<file path="config.mk">
export PLATFORM = sky130hd
export DESIGN_NAME = led7219_chain
export DESIGN_NICKNAME = d
export VERILOG_FILES = /design/src/rtl/led_pkg.sv /design/src/rtl/led7219_shift.sv /design/src/rtl/led7219_chain.sv
export SDC_FILE = /design/constraint.sdc
export NUM_CORES = 1
export LEC_CHECK = 0
export ABC_AREA = 1
export CORE_MARGIN = 1.5
export CORE_UTILIZATION = 55
export CTS_CLUSTER_DIAMETER = 30
export CTS_CLUSTER_SIZE = 28
export DETAILED_ROUTE_END_ITERATION = 10
export DONT_BUFFER_PORTS = 1
export PLACE_DENSITY_LB_ADDON = 0.08
export SKIP_CTS_REPAIR_TIMING = 1
export SLEW_MARGIN = 20
export SYNTH_ARGS = -nofsm -noshare
export SYNTH_HDL_FRONTEND = slang
export SYNTH_SLANG_ARGS = --single-unit
</file>
<file path="constraint.sdc">
create_clock -name clk -period 1.85 [get_ports clk]
set_input_delay 0.37 -clock clk [delete_from_list [all_inputs] [get_ports clk]]
set_output_delay 0.37 -clock clk [all_outputs]
set_load 0.02 [all_outputs]
</file>
<file path="src/rtl/led_pkg.sv">
// Shared definitions for the MAX7219 chain driver: register map, state
// encodings and the power-up register sequence.
package led_pkg;

    // MAX7219 register addresses
    localparam logic [7:0] REG_NOOP      = 8'h00;
    localparam logic [7:0] REG_DIGIT0    = 8'h01;
    localparam logic [7:0] REG_DIGIT7    = 8'h08;
    localparam logic [7:0] REG_DECODE    = 8'h09;
    localparam logic [7:0] REG_INTENSITY = 8'h0A;
    localparam logic [7:0] REG_SCANLIMIT = 8'h0B;
    localparam logic [7:0] REG_SHUTDOWN  = 8'h0C;
    localparam logic [7:0] REG_TEST      = 8'h0F;

    // Index of the last frame of the power-up sequence (five frames)
    localparam logic [2:0] INIT_LAST = 3'd4;

    // Sequencer states
    typedef enum logic [1:0] {
        INIT  = 2'd0,
        SNAP  = 2'd1,
        ROW   = 2'd2,
        INTEN = 2'd3
    } led_state_t;

    // Serializer states
    typedef enum logic [1:0] {
        SH_IDLE  = 2'd0,
        SH_SHIFT = 2'd1,
        SH_GAP   = 2'd2
    } shift_state_t;

    // {address, value} of power-up frame idx; the same word goes to every chip
    function automatic logic [15:0] init_word(input logic [2:0] idx,
                                              input logic [3:0] inten);
        case (idx)
            3'd0:    init_word = {REG_SHUTDOWN, 8'h01};   // leave shutdown
            3'd1:    init_word = {REG_TEST, 8'h00};       // display test off
            3'd2:    init_word = {REG_DECODE, 8'h00};     // raw segment mode
            3'd3:    init_word = {REG_SCANLIMIT, 8'h07};  // scan all 8 rows
            default: init_word = {REG_INTENSITY, 4'h0, inten};
        endcase
    endfunction

endpackage

</file>
<file path="src/rtl/led7219_shift.sv">
// Serializer for one register frame to a MAX7219 chain. A frame is shifted
// MSB first with an idle-low serial clock, then CS is held high for a fixed
// gap so the chips latch. A new frame is accepted on the last gap cycle so
// back-to-back frames keep an exact period.
module led7219_shift
    import led_pkg::*;
#(
    parameter int NBITS   = 64,
    parameter int CLK_DIV = 8
) (
    input  logic             clk,
    input  logic             rst_n,
    input  logic             load,
    input  logic [NBITS-1:0] frame,
    output logic             ready,
    output logic             done,
    output logic             leds_out,
    output logic             leds_cs,
    output logic             leds_clk
);

    localparam int DIVW = $clog2(2 * CLK_DIV);
    localparam int BITW = $clog2(NBITS);
    localparam logic [DIVW-1:0] HALF_LAST = DIVW'(CLK_DIV - 1);
    localparam logic [DIVW-1:0] GAP_LAST  = DIVW'(2 * CLK_DIV - 1);
    localparam logic [BITW-1:0] BIT_LAST  = BITW'(NBITS - 1);

    shift_state_t     state_reg, state_next;
    logic [NBITS-1:0] shift_reg;
    logic [DIVW-1:0]  div_reg;
    logic [BITW-1:0]  bit_reg;
    logic             phase_reg;
    logic             cs_reg;
    logic             sclk_reg;

    logic half_end, gap_end, bit_last, start;

    assign half_end = (div_reg == HALF_LAST);
    assign gap_end  = (div_reg == GAP_LAST);
    assign bit_last = (bit_reg == BIT_LAST);
    assign ready    = (state_reg == SH_IDLE) || ((state_reg == SH_GAP) && gap_end);
    assign start    = ready && load;

    // The shift register MSB is the data pin; it is cleared outside a frame
    assign leds_out = shift_reg[NBITS-1];
    assign leds_cs  = cs_reg;
    assign leds_clk = sclk_reg;

    // Next-state: idle -> shift -> gap -> (shift on new load | idle)
    always_comb begin
        state_next = state_reg;
        if (start) begin
            state_next = SH_SHIFT;
        end else begin
            case (state_reg)
                SH_SHIFT: if (half_end && phase_reg && bit_last) state_next = SH_GAP;
                SH_GAP:   if (gap_end) state_next = SH_IDLE;
                default:  state_next = state_reg;
            endcase
        end
    end

    // State register plus bit/half-period counters and the pin drivers
    always_ff @(posedge clk or negedge rst_n) begin
        if (!rst_n) begin
            state_reg <= SH_IDLE;
            shift_reg <= '0;
            div_reg   <= '0;
            bit_reg   <= '0;
            phase_reg <= 1'b0;
            cs_reg    <= 1'b1;
            sclk_reg  <= 1'b0;
            done      <= 1'b0;
        end else begin
            state_reg <= state_next;
            done      <= 1'b0;
            if (start) begin
                shift_reg <= frame;
                div_reg   <= '0;
                bit_reg   <= '0;
                phase_reg <= 1'b0;
                cs_reg    <= 1'b0;
                sclk_reg  <= 1'b0;
            end else if (state_reg == SH_SHIFT) begin
                if (half_end) begin
                    div_reg   <= '0;
                    phase_reg <= ~phase_reg;
                    if (!phase_reg) begin
                        sclk_reg <= 1'b1;
                    end else begin
                        sclk_reg <= 1'b0;
                        if (bit_last) begin
                            // Last bit clocked: raise CS so the chips latch
                            shift_reg <= '0;
                            cs_reg    <= 1'b1;
                            done      <= 1'b1;
                        end else begin
                            shift_reg <= {shift_reg[NBITS-2:0], 1'b0};
                            bit_reg   <= bit_reg + BITW'(1);
                        end
                    end
                end else begin
                    div_reg <= div_reg + DIVW'(1);
                end
            end else if (state_reg == SH_GAP) begin
                div_reg <= gap_end ? '0 : div_reg + DIVW'(1);
            end
        end
    end

endmodule

</file>
<file path="src/rtl/led7219_chain.sv">
// Refresh sequencer for a daisy chain of MAX7219 8x8 LED drivers. Runs the
// power-up register sequence, then repeatedly snapshots the display data and
// sends it row by row. Intensity changes and re-init requests are held
// pending and serviced only between complete refreshes.
module led7219_chain
    import led_pkg::*;
#(
    parameter int         NCHIPS         = 4,
    parameter int         CLK_DIV        = 8,
    parameter logic [3:0] INTENSITY_INIT = 4'h4
) (
    input  logic                  clk,
    input  logic                  rst_n,
    input  logic [64*NCHIPS-1:0]  data,
    input  logic                  freeze,
    input  logic                  intensity_wr,
    input  logic [3:0]            intensity_val,
    input  logic                  reinit,
    output logic                  leds_out,
    output logic                  leds_cs,
    output logic                  leds_clk,
    output logic                  frame_done
);

    localparam int NBITS = 16 * NCHIPS;

    led_state_t           state_reg, state_next;
    logic                 sent_reg, sent_next;
    logic [2:0]           row_reg, row_next;
    logic [2:0]           idx_reg, idx_next;
    logic [64*NCHIPS-1:0] snap_reg;
    logic [3:0]           inten_cur_reg;
    logic [3:0]           inten_new_reg;
    logic                 pend_inten_reg;
    logic                 pend_reinit_reg;

    logic load, snap_en, inten_apply, clr_reinit, fdone_set;
    logic ready, done;
    logic [7:0] addr, common_val;
    logic [NBITS-1:0] frame;

    // Register address and the value shared by all chips for this step
    always_comb begin
        addr       = REG_NOOP;
        common_val = 8'h00;
        case (state_reg)
            INIT:    {addr, common_val} = init_word(idx_reg, inten_cur_reg);
            INTEN:   {addr, common_val} = {REG_INTENSITY, 4'h0, inten_new_reg};
            ROW:     addr = {5'b0, row_reg} + REG_DIGIT0;
            default: addr = REG_NOOP;
        endcase
    end

    // Chip 0 occupies the low word so it is shifted last, landing nearest the FPGA
    generate
        for (genvar gi = 0; gi < NCHIPS; gi++) begin : g_chip
            assign frame[16*gi +: 16] = (state_reg == ROW)
                ? {addr, snap_reg[64*gi + 8*int'(row_reg) +: 8]}
                : {addr, common_val};
        end
    endgenerate

    // Sequencer: one frame per step; a step advances when its frame is latched
    always_comb begin
        state_next  = state_reg;
        sent_next   = sent_reg;
        row_next    = row_reg;
        idx_next    = idx_reg;
        load        = 1'b0;
        snap_en     = 1'b0;
        inten_apply = 1'b0;
        clr_reinit  = 1'b0;
        fdone_set   = 1'b0;
        case (state_reg)
            INIT: begin
                if (!sent_reg) begin
                    load      = ready;
                    sent_next = ready;
                end else if (done) begin
                    sent_next = 1'b0;
                    if (idx_reg == INIT_LAST) begin
                        idx_next   = 3'd0;
                        state_next = SNAP;
                    end else begin
                        idx_next = idx_reg + 3'd1;
                    end
                end
            end
            SNAP: begin
                snap_en    = !freeze;
                row_next   = 3'd0;
                state_next = ROW;
            end
            ROW: begin
                if (!sent_reg) begin
                    load      = ready;
                    sent_next = ready;
                end else if (done) begin
                    sent_next = 1'b0;
                    if (row_reg == 3'd7) begin
                        fdone_set = 1'b1;
                        row_next  = 3'd0;
                        if (pend_inten_reg) begin
                            state_next = INTEN;
                        end else if (pend_reinit_reg) begin
                            state_next = INIT;
                            clr_reinit = 1'b1;
                        end else begin
                            state_next = SNAP;
                        end
                    end else begin
                        row_next = row_reg + 3'd1;
                    end
                end
            end
            INTEN: begin
                if (!sent_reg) begin
                    load        = ready;
                    sent_next   = ready;
                    inten_apply = ready;
                end else if (done) begin
                    sent_next = 1'b0;
                    if (pend_reinit_reg) begin
                        state_next = INIT;
                        clr_reinit = 1'b1;
                    end else begin
                        state_next = SNAP;
                    end
                end
            end
            default: state_next = INIT;
        endcase
    end

    // Sequencer state, snapshot and sticky request flags
    always_ff @(posedge clk or negedge rst_n) begin
        if (!rst_n) begin
            state_reg       <= INIT;
            sent_reg        <= 1'b0;
            row_reg         <= 3'd0;
            idx_reg         <= 3'd0;
            snap_reg        <= '0;
            inten_cur_reg   <= INTENSITY_INIT;
            inten_new_reg   <= INTENSITY_INIT;
            pend_inten_reg  <= 1'b0;
            pend_reinit_reg <= 1'b0;
            frame_done      <= 1'b0;
        end else begin
            state_reg  <= state_next;
            sent_reg   <= sent_next;
            row_reg    <= row_next;
            idx_reg    <= idx_next;
            frame_done <= fdone_set;
            if (snap_en) snap_reg <= data;
            // A fresh strobe wins over the clear so no request is lost
            if (intensity_wr) begin
                inten_new_reg  <= intensity_val;
                pend_inten_reg <= 1'b1;
            end else if (inten_apply) begin
                pend_inten_reg <= 1'b0;
            end
            if (inten_apply) inten_cur_reg <= inten_new_reg;
            if (reinit) begin
                pend_reinit_reg <= 1'b1;
            end else if (clr_reinit) begin
                pend_reinit_reg <= 1'b0;
            end
        end
    end

    led7219_shift #(
        .NBITS   (NBITS),
        .CLK_DIV (CLK_DIV)
    ) u_shift (
        .clk      (clk),
        .rst_n    (rst_n),
        .load     (load),
        .frame    (frame),
        .ready    (ready),
        .done     (done),
        .leds_out (leds_out),
        .leds_cs  (leds_cs),
        .leds_clk (leds_clk)
    );

endmodule

</file>
==> metrics.md, run 1 <==
| Metric | Value |
|---|---|
| Synth Area in Adders | `0.0127` |
| Inserted Clock Buffers | `80` |
| Simple-gate share of the synthesized area | `0.137` |
| Setup crit end kind | `flip-flop` |
| Reg2reg start | `row_reg[0]` |
| Comb pwr share | `0.038` |
| Worst-margin pin slew | `1210 ps` |
| Starting density of the core | `0.562` |
| MaxCap Viol Count | `0` |
| CP Data Required Time | `roughly 2300 ps` |
| Worst-path cell chain | `buf_16 -> buf_4 -> nor2_1 -> nor2_1 -> o21ai_0 -> o21ai_1 -> nand2_1 -> nand2_1 -> a21oi_2 -> a21oi_1` |
| Critical path class | `reg2reg` |
| FF-to-FF setup slack | `-50 ps` |
| Core Region | `roughly 30000 um^2` |
| Total Wirelength | `50.6 mm` |
| Yosys warns | `0` |
| Fin. max-slew vios | `0` |
| H-Tree Depth | `3` |
| WL per Instance | `approximately 20 um` |
| Congestion Overflow GR | `0` |
| Initial antenna violation count | `3` |
| Top cell type's share of synthesized area | `0.525` |
| Die W | `about 180 um` |
| XOR/XNOR Fraction of Synth Area | `0.00104` |
| Status | `complete, but fails checks` |
| Layout cell share with drive strength beyond 1 | `0.235` |
| Vias | `roughly 14000` |
| Mapped Area | `approximately 17000 um^2` |
| Register area share after synthesis | `0.529` |
| Slowest CP cell | `dfrtp_4` |
| R2R Path End | `u_shift.shift_reg[38]` |
| Register share of total power | `0.344` |
| Fmax | `0.527 GHz` |
| Failing checks | `hold timing, setup timing` |
| VDD IR-drop max | `0.969 mV` |
| Final setup viols | `2` |
| Multi-input gate area | `~7000 um^2` |
| Combinational family with the most area after synthesis | `simple AND/OR/NAND/NOR gates` |
| Pin count of the biggest net entering global routing | `between 300 and 400` |
| Flops & latches, synth | `approximately 360` |
| Crit path capture | `u_shift.shift_reg[38]` |
| Starting DRT DRC Count | `974` |
| Final Hold Fails | `366` |
| Crit-path max cell delay | `approximately 550 ps` |
| Setup TNS | `-62.2 ps` |
| Period minus WS final | `approximately 1900 ps` |
| P_int | `between 15000 and 20000 uW` |
| Sw frac | `0.212` |
| Fin Hold WS | `-505 ps` |
| Tcrit/Tclk final | `1.03` |
| Avg Inst Size Synth | `roughly 9.6 um^2` |
| DIE AREA | `31600 um^2` |
| Pwr Density | `about 1000 nW/um^2` |
| Multiplexer share of the synthesized area | `0.135` |
| Cell variety after synth | `43` |
| Max FFs per register | `roughly 260` |
| DRC Markers | `0` |
| Data arrival, critical path | `roughly 2400 ps` |
| Worst Path Max Fanout | `20` |
| Syn Nets | `approximately 2000` |
| Worst-Skew Late Latency | `580 ps` |
| Die Ht | `178 um` |
| CP startpoint | `row_reg[0]` |
| Synth async-reset ratio | `1.00` |
| Seq. cell area | `~8900 um^2` |
| Post-synth EDFFs | `0` |
| Area growth, synth to finish | `38.5%` |
| DR pass1 iterations | `6` |
| Clk sinks | `~360` |
| Tot GR Track Use | `0.279` |
| Pleak | `0.0112 uW` |
| Worst Hold Class | `in2async` |
| Net switching power | `approximately 5000 uW` |
| Fin nets | `between 2000 and 2500` |
| Post-Syn Instances | `around 1800` |
| Setup WS post-layout | `-48.3 ps` |
| Pre-CTS WS | `-67.9 ps` |
| FP Rows | `63` |
| Area leader, netlist | `dfrtp_1` |
| Clock transition at path regs | `approximately 40 ps` |
| Dpl hpwl | `~28 mm` |
| Fill cell instance count of the final layout | `1869` |
| Final Core Density | `0.778` |
| GPL Wtd Cong | `between 0.8 and 0.9` |
| Synth Area in Compound Gates | `0.117` |
| CTS tree | `yes` |
| ANT nets after route | `0` |
| Clock power frac | `0.618` |
| FF-to-FF path depth | `10` |
| Via density | `about 5.6` |
| Max Clock Skew | `29.6 ps` |
| Root buffer cell | `clkbuf_16` |
| Unrepaired setup endpoints after global routing | `yes` |
| Top-Level Pins | `around 270` |
| Vias in the first global route | `between 10000 and 15000` |
| Area contributors post-synth | `dfrtp_1 (52%), mux2_2 (13%), nand2_1 (6.8%), nor2_1 (4.6%), o21ai_0 (4.6%)` |
| Max-slew headroom | `0.192` |
| Critical Path Source Type | `flip-flop` |
| Clk buf depth | `3` |
| Main synth FF type | `dfrtp_1` |
| First-pass GRT wire length | `roughly 69 mm` |
| IO Port Bufs | `0` |
## cell usage in the layout (no fill, tap or decap), types with 26 or more instances in the layout
| cell type | count |
|---|---|
| o22ai_1 | 26 |
| nand2_1 | 295 |
| nand3_1 | 38 |
| nor2_1 | 201 |
| dfrtp_1 | 349 |
| dlygate4sd3_1 | 246 |
| mux2_2 | 201 |
| buf_4 | 62 |
| inv_1 | 121 |
| o21ai_0 | 148 |
| clkbuf_16 | 85 |
| a21oi_1 | 126 |
## power groups by stage
| stage | Sequential [uW] | Combinational [uW] | Clock [uW] |
|---|---|---|---|
| final | 8250 | 919 | 14800 |
| after global routing | 8260 | 987 | 15400 |
| after CTS | 8220 | 441 | 14900 |
| after detailed placement | 8330 | 434 | 0 |
| after global placement | 8320 | 415 | 0 |
| after floorplan | 8290 | 350 | 0 |
## through the flow
stage | hold WS [ps] | instance area [um^2] | cells | total power [uW]
after floorplan | 74.4 | 16800 | 1753 | 8640
final | -505 | 23300 | 2533 | 24000
after global placement | 82.2 | 17600 | 2125 | 8730
after global routing | -528 | 23300 | 2532 | 24700
after CTS | -515 | 20500 | 2273 | 23500
after detailed placement | 82.0 | 17600 | 2125 | 8760
## worst max-delay path: cells and delay by family (launching register included)
kind / cells / cell delay [ps]
DFF: 1 / 550
AOI/OAI and AO/OA: 4 / 470
buffers and inverters: 2 / 380
and+or+nand+nor: 4 / 360
## worst min path at each step
stage,startpoint,end,slack [ps],cells past startpoint
4_1_cts,rst_n,snap_reg[7],-510,0
3_5_place_dp,rst_n,snap_reg[36],80,0
2_1_floorplan,rst_n,frame_done,70,0
3_3_place_gp,rst_n,snap_reg[31],80,0
5_1_grt,rst_n,snap_reg[37],-530,0
6_report,rst_n,snap_reg[62],-510,0
## Yosys cell counts (2+ instances only)
cell      number
dfrtp_1      352
nand2_1      302
nor2_1       206
mux2_2       201
o21ai_0      154
a21oi_1      135
inv_1        124
buf_2         49
nand3_1       39
o22ai_1       27
clkbuf_1      26
buf_6         20
ha_1          17
o21ai_1       16
o211ai_1      14
inv_2          7
o21a_1         7
or2_2          6
a22oi_1        5
buf_4          4
nand2_2        4
nand4_1        4
clkinv_1       3
dfstp_2        3
nor3_1         3
a31oi_1        2
clkbuf_2       2
nand2_4        2
nor2_2         2
nor2_4         2
o22ai_2        2
xor2_1         2
## area by class of cell
cell class	count	share of cell area
clock buffer	107	0.0987
inverter	135	0.0224
antenna	4	0.000430
sequential	355	0.382
timing repair buffer	339	0.152
multi-input combinational	1162	0.298
tap	390	0.0210
clock inverter	41	0.0243
## cells by family (layout without fill, tap and decap cells)
kind of cell | count (synthesis) | in the layout
simple gates | 574 | 575
mux | 202 | 202
xor+xnor | 2 | 2
buf+inv | 237 | 622
flops | 355 | 355
other cells | 0 | 4
compound gates | 366 | 366
fa+ha+maj | 17 | 17
## routing by layer
metal / global-route usage / wire, um
met4: 0.121 / 1700
met1: 0.355 / 20300
met2: 0.436 / 25400
met5: 0 / 0
met3: 0.0915 / 3160
Note: power is estimated with default switching activity, not from simulation.
==> inputs of run 2 (changes only) <==
- CORE_UTILIZATION: 55 -> 58
- SLEW_MARGIN: 20 -> 15
==> metrics.md, run 2 (same netlist as run 1, synthesis figures left out) <==
| Metric | Value |
|---|---|
| Initial antenna violation count | `5 (+2)` |
| Fin Hold WS | `-501 ps (+4.28 ps)` |
| Unrepaired setup endpoints after global routing | `yes` |
| Critical Path Source Type | `flip-flop` |
| Crit-path max cell delay | `590 ps (+40 ps)` |
| Worst Path Max Fanout | `11 (-45%)` |
| Max Clock Skew | `37.4 ps (+7.79 ps)` |
| Post-route insts no fill | `2547 (+0.55%)` |
| Setup TNS | `-1340 ps (-1280 ps)` |
| MaxCap Viol Count | `0 (unchanged)` |
| Clk sinks | `355 (unchanged)` |
| Max-slew headroom | `0.490 (+0.298)` |
| Setup crit end kind | `flip-flop` |
| Slowest CP cell | `dfrtp_4` |
| Layout cell share with drive strength beyond 1 | `0.251 (+0.0160)` |
| Starting density of the core | `0.586 (+0.0245)` |
| Multi-input gate area | `7010 um^2 (+1.0%)` |
| ANT nets after route | `0 (unchanged)` |
| Crit path top cell by count | `nand2_1` |
| FP Rows | `62 (-1.6%)` |
| Inserted Clock Buffers | `75 (-6.3%)` |
| Worst Hold Class | `in2async` |
| DIE AREA | `30000 um^2 (-5.1%)` |
| Starting DRT DRC Count | `1370 (+41%)` |
| Placed cell count | `2114 (-0.52%)` |
| Vias in the first global route | `12900 (-1.4%)` |
| Post-DP Area | `17500 um^2 (-0.40%)` |
| CP Data Required Time | `2290 ps (-20 ps)` |
| Fin nets | `2380 (+1.1%)` |
| Fin. max-slew vios | `0 (unchanged)` |
| Seq. cell area | `8890 um^2 (about the same)` |
| Die W | `173 um (-2.6%)` |
| DRC Markers | `0 (unchanged)` |
| Period minus WS final | `2040 ps (+137 ps)` |
| Failing checks | `hold timing, setup timing` |
| Critical path class | `reg2reg` |
| Most common cell after layout, fill and taps aside | `dfrtp_1` |
| Congestion Overflow GR | `0 (unchanged)` |
| First-pass GRT wire length | `67.0 mm (-2.2%)` |
| GPL Wtd Cong | `0.854 (-2.4%)` |
| Worst-Skew Late Latency | `590 ps (about the same)` |
| Setup WS post-layout | `-185 ps (-137 ps)` |
| Clk buf depth | `3 (unchanged)` |
| VDD IR-drop max | `1.01 mV (+4.4%)` |
| Fmax | `0.491 GHz (-6.7%)` |
| Pwr Density | `963 nW/um^2 (-6.7%)` |
| Design area | `23600 um^2 (+1.6%)` |
| Pin count of the biggest net entering global routing | `356 (unchanged)` |
| Data arrival, critical path | `2480 ps (+120 ps)` |
| Area growth, synth to finish | `40.8%` |
| Via density | `5.81 (+3.3%)` |
| Worst-path cell chain | `buf_6 -> clkbuf_16 -> nor2_2 -> nor2_1 -> o21ai_0 -> o21ai_1 -> nand2_1 -> nand2_1 -> a21oi_2 -> a21oi_1` |
| Clock transition at path regs | `50 ps (about the same)` |
| CTS tree | `yes` |
| Dpl hpwl | `27.7 mm (-2.3%)` |
| Final Hold Fails | `360 (-1.6%)` |
| Final setup viols | `38 (+36)` |
| Die Ht | `173 um (-2.6%)` |
| Pleak | `0.0114 uW (+1.6%)` |
| Root buffer cell | `clkbuf_16` |
| Tcrit/Tclk final | `1.10 (+0.0739)` |
| Worst-margin pin slew | `765 ps (-447 ps)` |
| IO Port Bufs | `0 (unchanged)` |
| DR pass1 iterations | `7 (+1)` |
| H-Tree Depth | `3 (unchanged)` |
| Max FFs per register | `256 (unchanged)` |
| Total Wirelength | `55.4 mm (+9.6%)` |
| Fill cell instance count of the final layout | `1478 (-21%)` |
| Commonest non-fill, non-tap cells in the layout | `dfrtp_1 (350), nand2_1 (291), dlygate4sd3_1 (252)` |
| Total power | `22800 uW (-5.1%)` |
| Status | `complete, but fails checks` |
| Vias | `14800 (+3.9%)` |
| WL per Instance | `21.8 um (+9.0%)` |
| Core Region | `28600 um^2 (-4.2%)` |
| Tot GR Track Use | `0.282 (+0.00283)` |
| Top-Level Pins | `269 (unchanged)` |
-- run 2: cell types whose count changed in the layout (fill, tap and decap cells not counted), moves of 6 or more --
cell	change
a21oi_2	+10
buf_6	+13
clkbuf_8	-8
o21ai_2	+6
a21oi_1	-9
dlygate4sd3_1	+6
o21ai_0	-11
clkbuf_16	+10
buf_4	-6
-- run 2: per-layer routing --
metal	global-route usage	up-vias	wire length (um)
met5	0	-	0
met4	0.110	0	2870
met3	0.0871	240	4330
met2	0.450	830	27400
met1	0.360	7198	20900
li1	-	6532	-
-- run 2: path summary, 6_finish.rpt --
path / startpoint / end / slack, ps / cells after the start
max in group asynchronous: rst_n / u_shift.shift_reg[29] / 1690 / 0
max: row_reg[0] / u_shift.shift_reg[39] / -190 / 10
min: rst_n / snap_reg[6] / -500 / 0
min reg2reg: inten_new_reg[2] / inten_new_reg[2] / 480 / 2
max reg2reg: row_reg[0] / u_shift.shift_reg[39] / -190 / 10
min in group clk: data[92] / snap_reg[92] / -20 / 2
-- run 2: where the power goes --
part | switching, uW | internal, uW
Sequential | 177 | 8080
Combinational | 363 | 599
Clock | 4610 | 8930
Total | 5150 | 17600
-- run 2: critical path, delay by kind of cell (launching register included) --
kind | cells | cell delay, ps
AO/OA/AOI/OAI | 4 | 550
AND/OR/NAND/NOR | 4 | 420
buffers and inverters | 2 | 360
flip-flops | 1 | 590
-- run 2: final cells by class --
type                            instances  area share
Sequential cell                       355       0.376
Timing Repair Buffer                  368       0.175
Inverter                              135      0.0221
Clock buffer                           91      0.0867
Antenna cell                            5    0.000529
Tap cell                              384      0.0203
Clock inverter                         46      0.0223
Multi-Input combinational cell       1163       0.297
-- run 2: per-stage QoR --
step                setup WS (ps)  utilization
floorplan                    73.3            -
global placement            -56.5        0.613
detailed placement          -75.4        0.613
CTS                          -202        0.703
global route                 -217        0.826
finish                       -185        0.826
